==> src/rtl/bit_serializer.sv <==
//------------------------------------------------------------------------------
// Module   : bit_serializer
// Purpose  : Parallel-to-serial front end. Takes WIDTH-bit words over a
//            valid/ready handshake and emits them one bit per clock on x.
//            A one-word holding buffer lets consecutive words stream with
//            no gap in x_valid.
// Revision : 1.0  initial release
//
// Ports
//   clk        in   1      rising-edge clock
//   rst_b      in   1      asynchronous active-low reset
//   din        in   WIDTH  word to serialize
//   din_valid  in   1      din holds a word
//   din_ready  out  1      block can take a word (holding buffer empty)
//   x          out  1      current serial bit, 0 when x_valid is low
//   x_valid    out  1      x carries a real bit this cycle
//   last       out  1      x is the final bit of the current word
//   busy       out  1      shifting or a word is buffered
//------------------------------------------------------------------------------
`default_nettype none

module bit_serializer #(
  parameter int WIDTH     = 8,
  parameter bit MSB_FIRST = 1'b1
) (
  input  logic             clk,
  input  logic             rst_b,
  input  logic [WIDTH-1:0] din,
  input  logic             din_valid,
  output logic             din_ready,
  output logic             x,
  output logic             x_valid,
  output logic             last,
  output logic             busy
);

  localparam int CW = $clog2(WIDTH);

  typedef enum logic [0:0] {
    S_IDLE  = 1'b0,
    S_SHIFT = 1'b1
  } state_t;

  state_t           r_state;
  state_t           w_state_nxt;
  logic [WIDTH-1:0] r_sr;
  logic [WIDTH-1:0] w_sr_nxt;
  logic [WIDTH-1:0] r_hb;
  logic [WIDTH-1:0] w_hb_nxt;
  logic [CW-1:0]    r_cnt;
  logic [CW-1:0]    w_cnt_nxt;
  logic             r_hb_full;
  logic             w_hb_full_nxt;

  logic             w_accept;
  logic             w_last;
  logic             w_out_bit;
  logic [WIDTH-1:0] w_sr_shifted;

  // The buffer is the only thing that can refuse a word: in IDLE it is
  // always empty, and on the last bit with it empty a word loads directly.
  assign w_accept = din_valid & ~r_hb_full;
  assign w_last   = (r_state == S_SHIFT) && (r_cnt == CW'(WIDTH - 1));

  // Output end of the shift register and the zero-filling shift toward it.
  generate
    if (MSB_FIRST) begin : g_msb_first
      assign w_out_bit    = r_sr[WIDTH-1];
      assign w_sr_shifted = {r_sr[WIDTH-2:0], 1'b0};
    end else begin : g_lsb_first
      assign w_out_bit    = r_sr[0];
      assign w_sr_shifted = {1'b0, r_sr[WIDTH-1:1]};
    end
  endgenerate

  always_ff @(posedge clk or negedge rst_b) begin
    if (!rst_b) begin
      r_state   <= S_IDLE;
      r_sr      <= '0;
      r_cnt     <= '0;
      r_hb      <= '0;
      r_hb_full <= 1'b0;
    end else begin
      r_state   <= w_state_nxt;
      r_sr      <= w_sr_nxt;
      r_cnt     <= w_cnt_nxt;
      r_hb      <= w_hb_nxt;
      r_hb_full <= w_hb_full_nxt;
    end
  end

  always_comb begin
    w_state_nxt   = r_state;
    w_sr_nxt      = r_sr;
    w_cnt_nxt     = r_cnt;
    w_hb_nxt      = r_hb;
    w_hb_full_nxt = r_hb_full;

    case (r_state)
      S_IDLE: begin
        if (w_accept) begin
          w_sr_nxt    = din;
          w_cnt_nxt   = '0;
          w_state_nxt = S_SHIFT;
        end
      end

      S_SHIFT: begin
        if (!w_last) begin
          w_sr_nxt  = w_sr_shifted;
          w_cnt_nxt = r_cnt + CW'(1);
          if (w_accept) begin
            w_hb_nxt      = din;
            w_hb_full_nxt = 1'b1;
          end
        end else if (r_hb_full) begin
          // Buffered word takes over; no accept is possible this edge
          // because din_ready is low while the buffer is full.
          w_sr_nxt      = r_hb;
          w_cnt_nxt     = '0;
          w_hb_full_nxt = 1'b0;
        end else if (w_accept) begin
          // Direct load on the final edge keeps the stream gapless.
          w_sr_nxt  = din;
          w_cnt_nxt = '0;
        end else begin
          w_state_nxt = S_IDLE;
        end
      end

      default: begin
        w_state_nxt = S_IDLE;
      end
    endcase
  end

  assign x_valid   = (r_state == S_SHIFT);
  assign x         = x_valid & w_out_bit;
  assign last      = w_last;
  assign busy      = x_valid | r_hb_full;
  assign din_ready = ~r_hb_full;

endmodule

`default_nettype wire

==> config.mk <==
export PLATFORM = sky130hd
export DESIGN_NAME = bit_serializer
export DESIGN_NICKNAME = d
export VERILOG_FILES = /design/src/rtl/bit_serializer.sv
export SDC_FILE = /design/constraint.sdc
export NUM_CORES = 1
export LEC_CHECK = 0
export CORE_ASPECT_RATIO = 1.1
export CORE_MARGIN = 2
export CORE_UTILIZATION = 54
export CTS_CLUSTER_SIZE = 25
export DETAILED_ROUTE_END_ITERATION = 16
export DONT_BUFFER_PORTS = 1
export GPL_TIMING_DRIVEN = 0
export PLACE_DENSITY = 0.72
export RECOVER_POWER = 50
export SLEW_MARGIN = 20
export SYNTH_ARGS = -nofsm -noshare
export SYNTH_HDL_FRONTEND = slang
export SYNTH_SLANG_ARGS = --single-unit
==> constraint.sdc <==
create_clock -name clk -period 1.9 [get_ports clk]
set_clock_uncertainty 0.2 [all_clocks]
set_input_delay 0.095 -clock clk [delete_from_list [all_inputs] [get_ports clk]]
set_output_delay 0.095 -clock clk [all_outputs]
set_load 0.05 [all_outputs]
After elaboration in Yosys (flattened, before gate mapping)

Index checks and enable logic that the tools add are counted.

Register bits after elaboration: 21
Bits of input ports: 11
Output and inout bits: 5
Word-level logic and storage cells: 31

Add/sub/neg operators: 1
Eq/ne operators: 1
Mux-type cells: 14
Bitwise gates (word level): 6
Reductions and logical operators: 4

Operators by type and width:

| kind                                         | count |
|---|---|
| 2-to-1 mux 8 bit                             | 3 |
| case mux 8 bit (2 select lines)              | 1 |
| 2-to-1 mux 3 bit                             | 3 |
| case mux 3 bit (2 select lines)              | 1 |
| 2-to-1 mux 1 bit                             | 5 |
| adder 3 x 1 -> 3 bit (second input constant) | 1 |
| equality test 3 bit (second input constant)  | 1 |
| inverter 1 bit                               | 3 |
| AND reduction 3 bit                          | 1 |
| bitwise AND 1 bit                            | 2 |
| case mux 1 bit (2 select lines)              | 1 |
| AND reduction 2 bit                          | 1 |
| nonzero test 2 bit                           | 1 |
| logical AND 1 bit                            | 1 |
| OR 1 bit                                     | 1 |

Depth between registers and ports, before layout

Gate-level depths: netlist of run 1.

Depth after elaboration: 6
Mapped depth: 6
Depth with buffers taken out: 5

Least setup slack after synthesis of run 1

No wires, ideal clock.

Kind: reg-to-reg
From: register r_state, in the netlist x_valid
To: register r_hb_full
Library setup time: 0.142 ns
Data arrival time: 1.648 ns
Required time: 1.558 ns
Path slack: -0.091 ns
Cell stages (with the launch flop): 5
Buffers on the path: 2
Period minus slack after synthesis: 1.991 ns
Cell sequence: dfrtp_1 > buf_2 > buf_2 > and2_1 > nor2_1

Longest elaborated chain between the ends: 3
Elaborated cells on any way between the ends: 4
Classes of those cells: 1 x mux; 3 x reduce/logical

Ends and longest elaborated chain:

| item                                 | line | text |
|---|---|---|
| start, declared                      | 44   | `state_t r_state;` |
| start signal, assigned               | 84   | `r_state <= w_state_nxt;` |
| logical AND 1 bit (*)                | 63   | `assign w_last = (r_state == S_SHIFT) && (r_cnt == CW'(WIDTH - 1));` |
| via last                             | 33   | `output logic last,` |
| nonzero test 2 bit (no source line)  | -    |  |
| AND reduction 2 bit (no source line) | -    |  |
| end signal, assigned                 | 88   | `r_hb_full <= w_hb_full_nxt;` |
| end, declared                        | 52   | `logic r_hb_full;` |

The timed path passes the listed nets; every way through them passes the cells marked *.
A chain may end at the register's enable or synchronous reset.

Worst setup path in the final report of run 1

From: register r_state, in the netlist x_valid
To: output port busy

Longest elaborated chain between the ends: 1

Ends and longest elaborated chain:

| item          | line | text |
|---|---|---|
| OR 1 bit      | 140  | `assign busy = x_valid \| r_hb_full;` |
| end, declared | 34   | `output logic busy` |

Every way passes these cells.

==> results of run 1 <==
==> critical path: stages, from the launching register on <==
cell and delay [ps]:
dfrtp_4 600, buf_8 170, buf_4 160, or2_4 330
==> flip-flops by register name, summed over array words and instances, names as in the netlist <==
signal	cells
r_hb	8
r_hb_full	1
r_sr	8
r_cnt	3
x_valid	1
==> through the flow <==
stage / utilization (%) / cell area [sq um] / setup slack, ps / std cells / hold WS, ps
6_report: 72.9 / 1330 / 45.4 / 138 / 56.5
5_1_grt: 72.9 / 1330 / -3.00 / 138 / 46.3
4_1_cts: 69.4 / 1260 / 10.9 / 134 / 45.6
3_5_place_dp: 60.1 / 1090 / -136 / 119 / -400
3_3_place_gp: 60.1 / 1090 / -109 / 119 / -400
2_1_floorplan: - / 1060 / 46.8 / 92 / -401
==> cell families (layout without fill, tap and decap cells) <==
family / count (synthesis) / in the layout / synth area share (%)
adders and majority gates: 2 / 2 / 2.36
and+or+nand+nor: 23 / 23 / 13.3
AOI/OAI and AO/OA: 25 / 25 / 17.1
muxes: 13 / 13 / 13.2
DFF: 21 / 21 / 49.6
buffers and inverters: 8 / 27 / 4.37
==> Yosys cell counts (2+ instances only) <==
| library cell | count | area share [%] |
|---|---|---|
| inv_1 | 2 | 0.71 |
| and2_1 | 2 | 1.2 |
| a32o_1 | 2 | 1.9 |
| a211oi_1 | 2 | 1.4 |
| mux2_2 | 8 | 8.5 |
| dfrtp_1 | 21 | 50 |
| ha_1 | 2 | 2.4 |
| buf_2 | 4 | 1.9 |
| o22ai_1 | 5 | 3.0 |
| a21oi_1 | 2 | 0.94 |
| a221oi_1 | 2 | 1.7 |
| nand3_1 | 2 | 0.94 |
| nand2_1 | 4 | 1.4 |
| mux2i_1 | 5 | 4.7 |
| nor2_1 | 5 | 1.8 |
| o21ai_0 | 3 | 1.4 |
| a22oi_1 | 5 | 3.5 |
==> cell type report <==
type / instances / area share, %
buffer: 6 / 4.05
clock buffer: 4 / 1.98
inverter: 2 / 0.565
multi-input combinational: 63 / 39.7
sequential: 21 / 39.8
tap: 27 / 2.54
timing repair buffer: 15 / 11.3
==> timing repair <==
action,4_1_cts,5_1_grt
pin swaps,1,2
resized for setup,9,9
hold buffers,10,0
hold endpoints to repair,38,0
setup endpoints to repair,18,19
buffers inserted,1,4
==> per-layer routing <==
layer	wire length, um	global-route usage [%]	up-vias
met4	27	7.14	0
met3	87	3.24	4
met2	1170	35.9	24
li1	-	-	386
met1	1020	30.3	407
met5	0	0	-
==> power by group <==
part / internal, mW / switching (mW) / leakage (nW)
combinational: 0.480 / 0.476 / 0.316
sequential: 0.658 / 0.150 / 0.250
clock: 0.0818 / 0.123 / 0.0150
total: 1.22 / 0.749 / 0.581
==> final timing paths <==
| check | from | to | slack, ps | cells past startpoint |
|---|---|---|---|---|
| setup / recovery | x_valid | busy | 50 | 3 |
| hold / removal | din[2] | r_sr[2] | 60 | 3 |
| setup reg to reg | r_cnt[0] | r_hb[2] | 70 | 6 |
| hold reg to reg | r_hb[5] | r_hb[5] | 320 | 1 |
| max in group asynchronous | rst_b | x_valid | 660 | 1 |
| min in group asynchronous | rst_b | r_cnt[0] | 180 | 1 |
==> impl_results.md, run 1 <==
- Syn nets: 105
- Yosys synthesis warning count: 0
- Worst Path Required: 1600 ps
- Multi-input logic area: 528 sq um
- Post-synth EDFFs: 0
- Final max-slew violation count: 0
- Clk pin slew, worst setup/hold paths: 100 ps
- Worst Tran Pin Value: 933 ps
- Max IR drop VDD: 862 uV
- Post-synth top flop: dfrtp_1
- Mean Syn Cell Area: 11.5 sq um
- GP Congestion: 0.837
- Vias: 821
- FF+latch count, synth: 21
- WL/cell: 16.7 um
- Grt total ovfl: 0
- Pwr Density: 1480 nW/um^2
- Syn Inst Count: 92
- Die ar.: 2330 sq um
- Die X-Extent: 46.2 um
- Worst Setup Path Type: reg2out
- Vias in the first global route: 850
- CP arrival: 1560 ps
- Clk Latency, worst-skew pair: 290 ps
- Post-route setup TNS: 0 ps
- Max_slew headroom: 37.6%
- Initial Util: 58.2%
- Async S/R FF share, synth: 100%
- Number of iterations in the first detailed-routing pass: 4
- CP Max Fanout: 10
- Initial antenna violation count: 0
- Clock Tree Root: clkbuf_4
- Run status: completed
- Clock Sinks: 21
- Leakage: 0.581 nW
- Worst setup EP type: primary output
- Buffers added on ports: 0
- TritonCTS Buffers: 3
- Buffer depth of the longest clock path: 2
- Post-layout min period: 1850 ps
- Critical Path Start Type: flip-flop
- Largest net degree at the start of global routing: 22
- Routed wire length: 2.31 mm
- Synth Cell Area: 1060 sq um
- Post-route DRC: 0
- Yosys cell types: 33
- Post-DP HPWL: 1.46 mm
- CTS tree: done
- Remaining antenna violation count: 0
- Max Cap Viol: 0
- Row cnt: 16
- Register area share after synthesis: 49.6%
- Most common cell after layout, fill and taps aside: dfrtp_1
- GRT Util Overall: 22.3%
- Pwr Total: 1.97 mW
- Fmax achieved: 539 MHz
- Final #Nets: 125
- Synthesis-to-layout area growth: 25.4%
- Setup-failing EPs final: 0
- I/O pins: 16
- First-pass GRT wire length: 3.72 mm
- Htree depth: 1
- DR vias/cell: 5.95
- Chip Height: 50.5 um
- Number of fill cells: 143
- Core Box Area: 1820 sq um
- Worst min-delay path class: in2reg
- Final Cycle Share: 97.6%
- Final Hold Vio Count: 0
- 1st-iter DRT viols: 11
- Layout cells sized above 1: 30.6%
- Commonest non-fill, non-tap cells in the layout: dfrtp_1, dlygate4sd3_1, mux2_2
- Seq. cell area: 529 sq um
- Diode count: 0
Note: power is estimated with default switching activity, not from simulation.
==> inputs of run 2 (changes only) <==
--- a/config.mk
+++ b/config.mk
@@ -5,14 +5,14 @@
 export SDC_FILE = /design/constraint.sdc
 export NUM_CORES = 1
 export LEC_CHECK = 0
+export BUFFER_PORTS_ARGS = -buffer_cell sky130_fd_sc_hd__buf_2
 export CORE_ASPECT_RATIO = 1.1
 export CORE_MARGIN = 2
-export CORE_UTILIZATION = 54
+export CORE_UTILIZATION = 49
 export CTS_CLUSTER_SIZE = 25
 export DETAILED_ROUTE_END_ITERATION = 16
-export DONT_BUFFER_PORTS = 1
 export GPL_TIMING_DRIVEN = 0
-export PLACE_DENSITY = 0.72
+export PLACE_DENSITY = 0.73
 export RECOVER_POWER = 50
 export SLEW_MARGIN = 20
 export SYNTH_ARGS = -nofsm -noshare
==> impl_results.md, run 2 (synthesis gave the netlist of run 1 again) <==
- Run status: completed
- Diode count: 0
- Remaining antenna violation count: 0
- R2R Path Start: r_cnt[0]
- Worst path slowest cell: dfrtp_1
- Worst slack, placed: -104 ps
- Clock Sinks: 21
- Worst R2R Path Depth: 6
- Unrepaired setup endpoints after global routing: false
- Critical Path Start Type: flip-flop
- Chip Height: 52.8 um
- Die X-Extent: 48.3 um
- Internal cell power: 1.27 mW
- Largest net degree at the start of global routing: 22
- Sequential power share: 38.4%
- Leakage: 0.645 nW
- Number of iterations in the first detailed-routing pass: 4
- Routed wire length: 2.39 mm
- Clock Power Share: 10.9%
- Crit-path max cell delay: 410 ps
- Vias in the first global route: 905
- Max_slew headroom: 24.9%
- CP arrival: 1830 ps
- Most common cell after layout, fill and taps aside: dfrtp_1
- Max Cap Viol: 0
- Synthesis-to-layout area growth: 33.8%
- Post-DP HPWL: 1.49 mm
- First-pass GRT wire length: 3.87 mm
- Final #Nets: 141
- Worst Path Required: 1910 ps
- Crit path to: r_hb[2]
- Setup-failing EPs final: 0
- Final Hold Vio Count: 0
- Grt total ovfl: 0
- CP Launch Point: r_cnt[0]
- Final max-slew violation count: 0
- Pwr Density: 1450 nW/um^2
- Row cnt: 17
- Buffers added on ports: 14
- GP Congestion: 0.809
- Number of fill cells: 147
- I/O pins: 16
- Die ar.: 2550 sq um
- Clk pin slew, worst setup/hold paths: 120 ps
- Post-route DRC: 0
- Initial antenna violation count: 0
- Top Registers: r_hb x8, r_sr x8, r_cnt x3
- TritonCTS Buffers: 3
- Layout cells sized above 1: 37.0%
- CTS tree: done
- Switching Share: 38.1%
- CP Max Fanout: 8
- Post-layout min period: 1820 ps
- Buffer depth of the longest clock path: 2
- Commonest non-fill, non-tap cells in the layout: dfrtp_1, buf_2, dlygate4sd3_1
- Initial Util: 52.4%
- Sw power: 0.782 mW
- Worst setup EP type: flip-flop
- Htree depth: 1
- GRT Util Overall: 20.4%
- Vias: 869
- WL/cell: 15.4 um
- Max IR drop VDD: 882 uV
- 1st-iter DRT viols: 18
- Clk Latency, worst-skew pair: 310 ps
- R2R setup slack: 80 ps
- Fmax achieved: 549 MHz
- Worst Tran Pin Value: 1130 ps
- Clock Tree Root: clkbuf_4
- Worst Setup Path Type: reg2reg
- Worst min-delay path class: in2async
- Post-layout util: 70.2%
- Core Box Area: 2020 sq um
- Reg-to-Reg End: r_hb[2]
- Final Cycle Share: 95.9%
- Worst Slack Setup Final: 78.0 ps
- Pwr Total: 2.05 mW
- Power share of the combinational group: 50.6%
- DR vias/cell: 5.61
- Crit-path cells: ha_2 -> ha_4 -> nand2b_4 -> nor2_4 -> buf_12 -> mux2_2
[run 2: power groups by stage]
stage / Combinational [mW] / Clock, mW / Sequential (mW)
floorplan: 0.693 / 0 / 0.763
finish: 1.04 / 0.224 / 0.789
CTS: 0.962 / 0.229 / 0.785
global route: 1.12 / 0.251 / 0.812
detailed placement: 0.854 / 0 / 0.793
global placement: 0.825 / 0 / 0.784
[run 2: how the worst min path moves through the flow]
stage,end,slack (ps),cells after the start
final,r_sr[0],310,2
after global routing,r_hb[4],340,1
after CTS,r_cnt[0],70,2
after detailed placement,r_cnt[0],-130,1
after global placement,r_cnt[0],-130,1
after floorplan,r_cnt[0],-400,0
[run 2: layout make-up]
type	instances	area, sq um	share of cell area [%]
sequential	21	526	37.1
multi-input combinational	63	517	36.5
timing repair buffer	31	253	17.8
buffer	6	50.0	3.53
tap	28	35.0	2.47
clock buffer	3	22.5	1.59
clock inverter	1	7.51	0.530
inverter	2	7.51	0.530
[run 2: what timing repair did]
action,in CTS,in global routing
buffers inserted,3,4
hold buffers,10,0
endpoints found under the hold margin,38,0
pin swaps,1,1
gates cloned,0,0
resized for setup,9,9
setup endpoints to repair,10,14
[run 2: per-stage QoR]
step	std cells	setup TNS, ps	hold slack (ps)	cell area, sq um
after floorplan	92	0	-401	1060
after detailed placement	134	-796	-128	1170
after global placement	134	-708	-126	1170
after global routing	155	0	339	1420
after CTS	151	0	65.7	1370
final	155	0	315	1420
[run 2: critical path: cells and delay by family, from the launching register on]
family / cells / cell delay (ps)
adder cells (fa/ha/maj): 2 / 360
buffers and inverters: 1 / 130
flip-flops: 1 / 410
multiplexers: 1 / 330
AND/OR/NAND/NOR: 2 / 280
[run 2: metal layers]
metal | global-route usage, % | part of all wire (%) | vias up
met5 | 0 | 0 | -
met4 | 14.3 | 3.6 | 0
li1 | - | - | 415
met3 | 2.57 | 2.6 | 10
met2 | 35.2 | 49 | 24
met1 | 23.9 | 44 | 420
==> inputs of run 3 (changes only) <==
--- a/config.mk
+++ b/config.mk
@@ -8,11 +8,11 @@
 export BUFFER_PORTS_ARGS = -buffer_cell sky130_fd_sc_hd__buf_2
 export CORE_ASPECT_RATIO = 1.1
 export CORE_MARGIN = 2
-export CORE_UTILIZATION = 49
+export CORE_UTILIZATION = 55
 export CTS_CLUSTER_SIZE = 25
 export DETAILED_ROUTE_END_ITERATION = 16
 export GPL_TIMING_DRIVEN = 0
-export PLACE_DENSITY = 0.73
+export PLACE_DENSITY = 0.77
 export RECOVER_POWER = 50
 export SLEW_MARGIN = 20
 export SYNTH_ARGS = -nofsm -noshare
==> constraint.sdc (replaced) <==
create_clock -name clk -period 2.35 [get_ports clk]
set_clock_uncertainty 0.2 [all_clocks]
set_input_delay 0.1175 -clock clk [delete_from_list [all_inputs] [get_ports clk]]
set_output_delay 0.1175 -clock clk [all_outputs]
set_load 0.05 [all_outputs]
==> impl_results.md, run 3 (synthesis gave the netlist of run 1 again) <==
- Clock Tree Root: clkbuf_4
- Max Cap Viol: 0
- Pwr Total: 1.51 mW
- Chip Height: 50.0 um
- Worst setup EP type: primary output
- Critical Path Start Type: flip-flop
- WL/cell: 15.5 um
- Clock Sinks: 21
- Vias: 842
- CP Max Fanout: 10
- Worst Tran Pin Value: 1110 ps
- Largest net degree at the start of global routing: 22
- Htree depth: 1
- Worst Setup Path Type: reg2out
- Internal cell power: 0.926 mW
- CP bufs+invs: 2
- Remaining antenna violation count: 0
- Pwr Density: 1190 nW/um^2
- Clk pin slew, worst setup/hold paths: 110 ps
- Fmax achieved: 488 MHz
- Worst slack, placed: 352 ps
- Clock Power Share: 11.6%
- Initial antenna violation count: 0
- Core Box Area: 1800 sq um
- Max IR drop VDD: 714 uV
- DR vias/cell: 6.10
- Diode count: 0
- Worst hold slack: 309 ps
- Max_slew headroom: 26.0%
- Die X-Extent: 45.9 um
- Final #Nets: 134
- Synthesis-to-layout area growth: 20.2%
- 1st-iter DRT viols: 43
- Buffers added on ports: 14
- Final max-slew violation count: 0
- Sw power: 0.587 mW
- Number of iterations in the first detailed-routing pass: 4
- TritonCTS Buffers: 3
- Worst Path Required: 2030 ps
- Placed Area: 1150 sq um
- Die ar.: 2290 sq um
- Worst path slowest cell: dfrtp_1
- Sequential power share: 42.2%
- Unrepaired setup endpoints after global routing: false
- Clk Latency, worst-skew pair: 310 ps
- Top Registers: r_hb x8, r_sr x8, r_cnt x3
- Most common cell after layout, fill and taps aside: dfrtp_1
- HP Start: r_cnt[0]
- CP Launch Point: r_cnt[0]
- Initial Util: 58.8%
- Switching Share: 38.8%
- Post-route DRC: 0
- GRT Util Overall: 21.8%
- Grt total ovfl: 0
- Design Area, Final: 1270 sq um
- CP arrival: 1730 ps
- CTS tree: done
- Leakage: 0.594 nW
- Layout cells sized above 1: 26.7%
- I/O pins: 16
- Setup-failing EPs final: 0
- GP Congestion: 0.850
- Buffer depth of the longest clock path: 2
- Post-CTS Resized: 0
- Run status: completed
- Worst Slack Setup Final: 302 ps
- Cell class contributing the biggest share of worst-path delay: buffers and inverters
- Final Hold Vio Count: 0
- Crit-path cells: ha_1 -> ha_1 -> buf_2 -> and2_1 -> buf_2
- First-pass GRT wire length: 3.62 mm
- Post-DP HPWL: 1.47 mm
- Power share of the combinational group: 46.2%
- Commonest non-fill, non-tap cells in the layout: dfrtp_1, buf_2, dlygate4sd3_1
- Row cnt: 16
- Final Cycle Share: 87.2%
- R2R Path Start: r_cnt[0]
- Worst min-delay path class: reg2reg
- Post-layout min period: 2050 ps
- Crit-path max cell delay: 390 ps
- Post-route setup TNS: 0 ps
- Routed wire length: 2.14 mm
- Vias in the first global route: 788
==> run 3: cell types whose count changed in the layout (fill, tap and decap cells not counted), sizes merged <==
cell,change
buf,-7
clkbuf,+1
clkinvlp,-1
==> run 3: per-stage QoR <==
step           instances  util, %
2_1_floorplan         92        -
3_3_place_gp         124     64.0
3_5_place_dp         124     64.0
4_1_cts              138     71.0
5_1_grt              138     70.7
6_report             138     70.7
==> run 3: per-layer routing <==
layer  up-vias  GRT usage (%)  wire, um
li1        405              -         -
met1       410           29.4      1030
met2        24           33.6       999
met3         3           5.49        91
met4         0           7.14        17
met5         -              0         0
==> run 3: cell type report <==
cell class	instances	area, sq um
Tap cell	18	22.5
Timing Repair Buffer	24	168
Buffer	6	38.8
Clock buffer	4	26.3
Fill cell	130	528
Multi-Input combinational cell	63	485
Inverter	2	7.51
Sequential cell	21	526
==> run 3: power groups by stage <==
stage               sequential [mW]  clock, mW  combinational (mW)
floorplan                     0.617          0               0.559
global placement              0.636          0               0.667
detailed placement            0.645          0               0.687
CTS                           0.635      0.175               0.702
global route                  0.655      0.195               0.768
finish                        0.638      0.176               0.699
==> run 3: worst paths after layout <==
kind	cells after the start	end	slack (ps)
worst min register to register	1	r_cnt[0]	310
max in group asynchronous	2	r_hb[1]	970
worst min-delay path	1	r_cnt[0]	310
min in group asynchronous	2	r_cnt[0]	330
worst max-delay path	5	last	300
worst max register to register	5	r_cnt[2]	320
==> run 3: repair_timing <==
action                    4_1_cts  5_1_grt
hold buffers                   10        0
buffers inserted                0        0
hold endpoints to repair       37        0
==> run 3: worst reg2reg max path, cell delays in order, from the launching register on <==
cell and delay (ps):
dfrtp_1 410, ha_1 210, ha_1 220, nor2b_1 330, a21oi_1 230, a32o_1 330
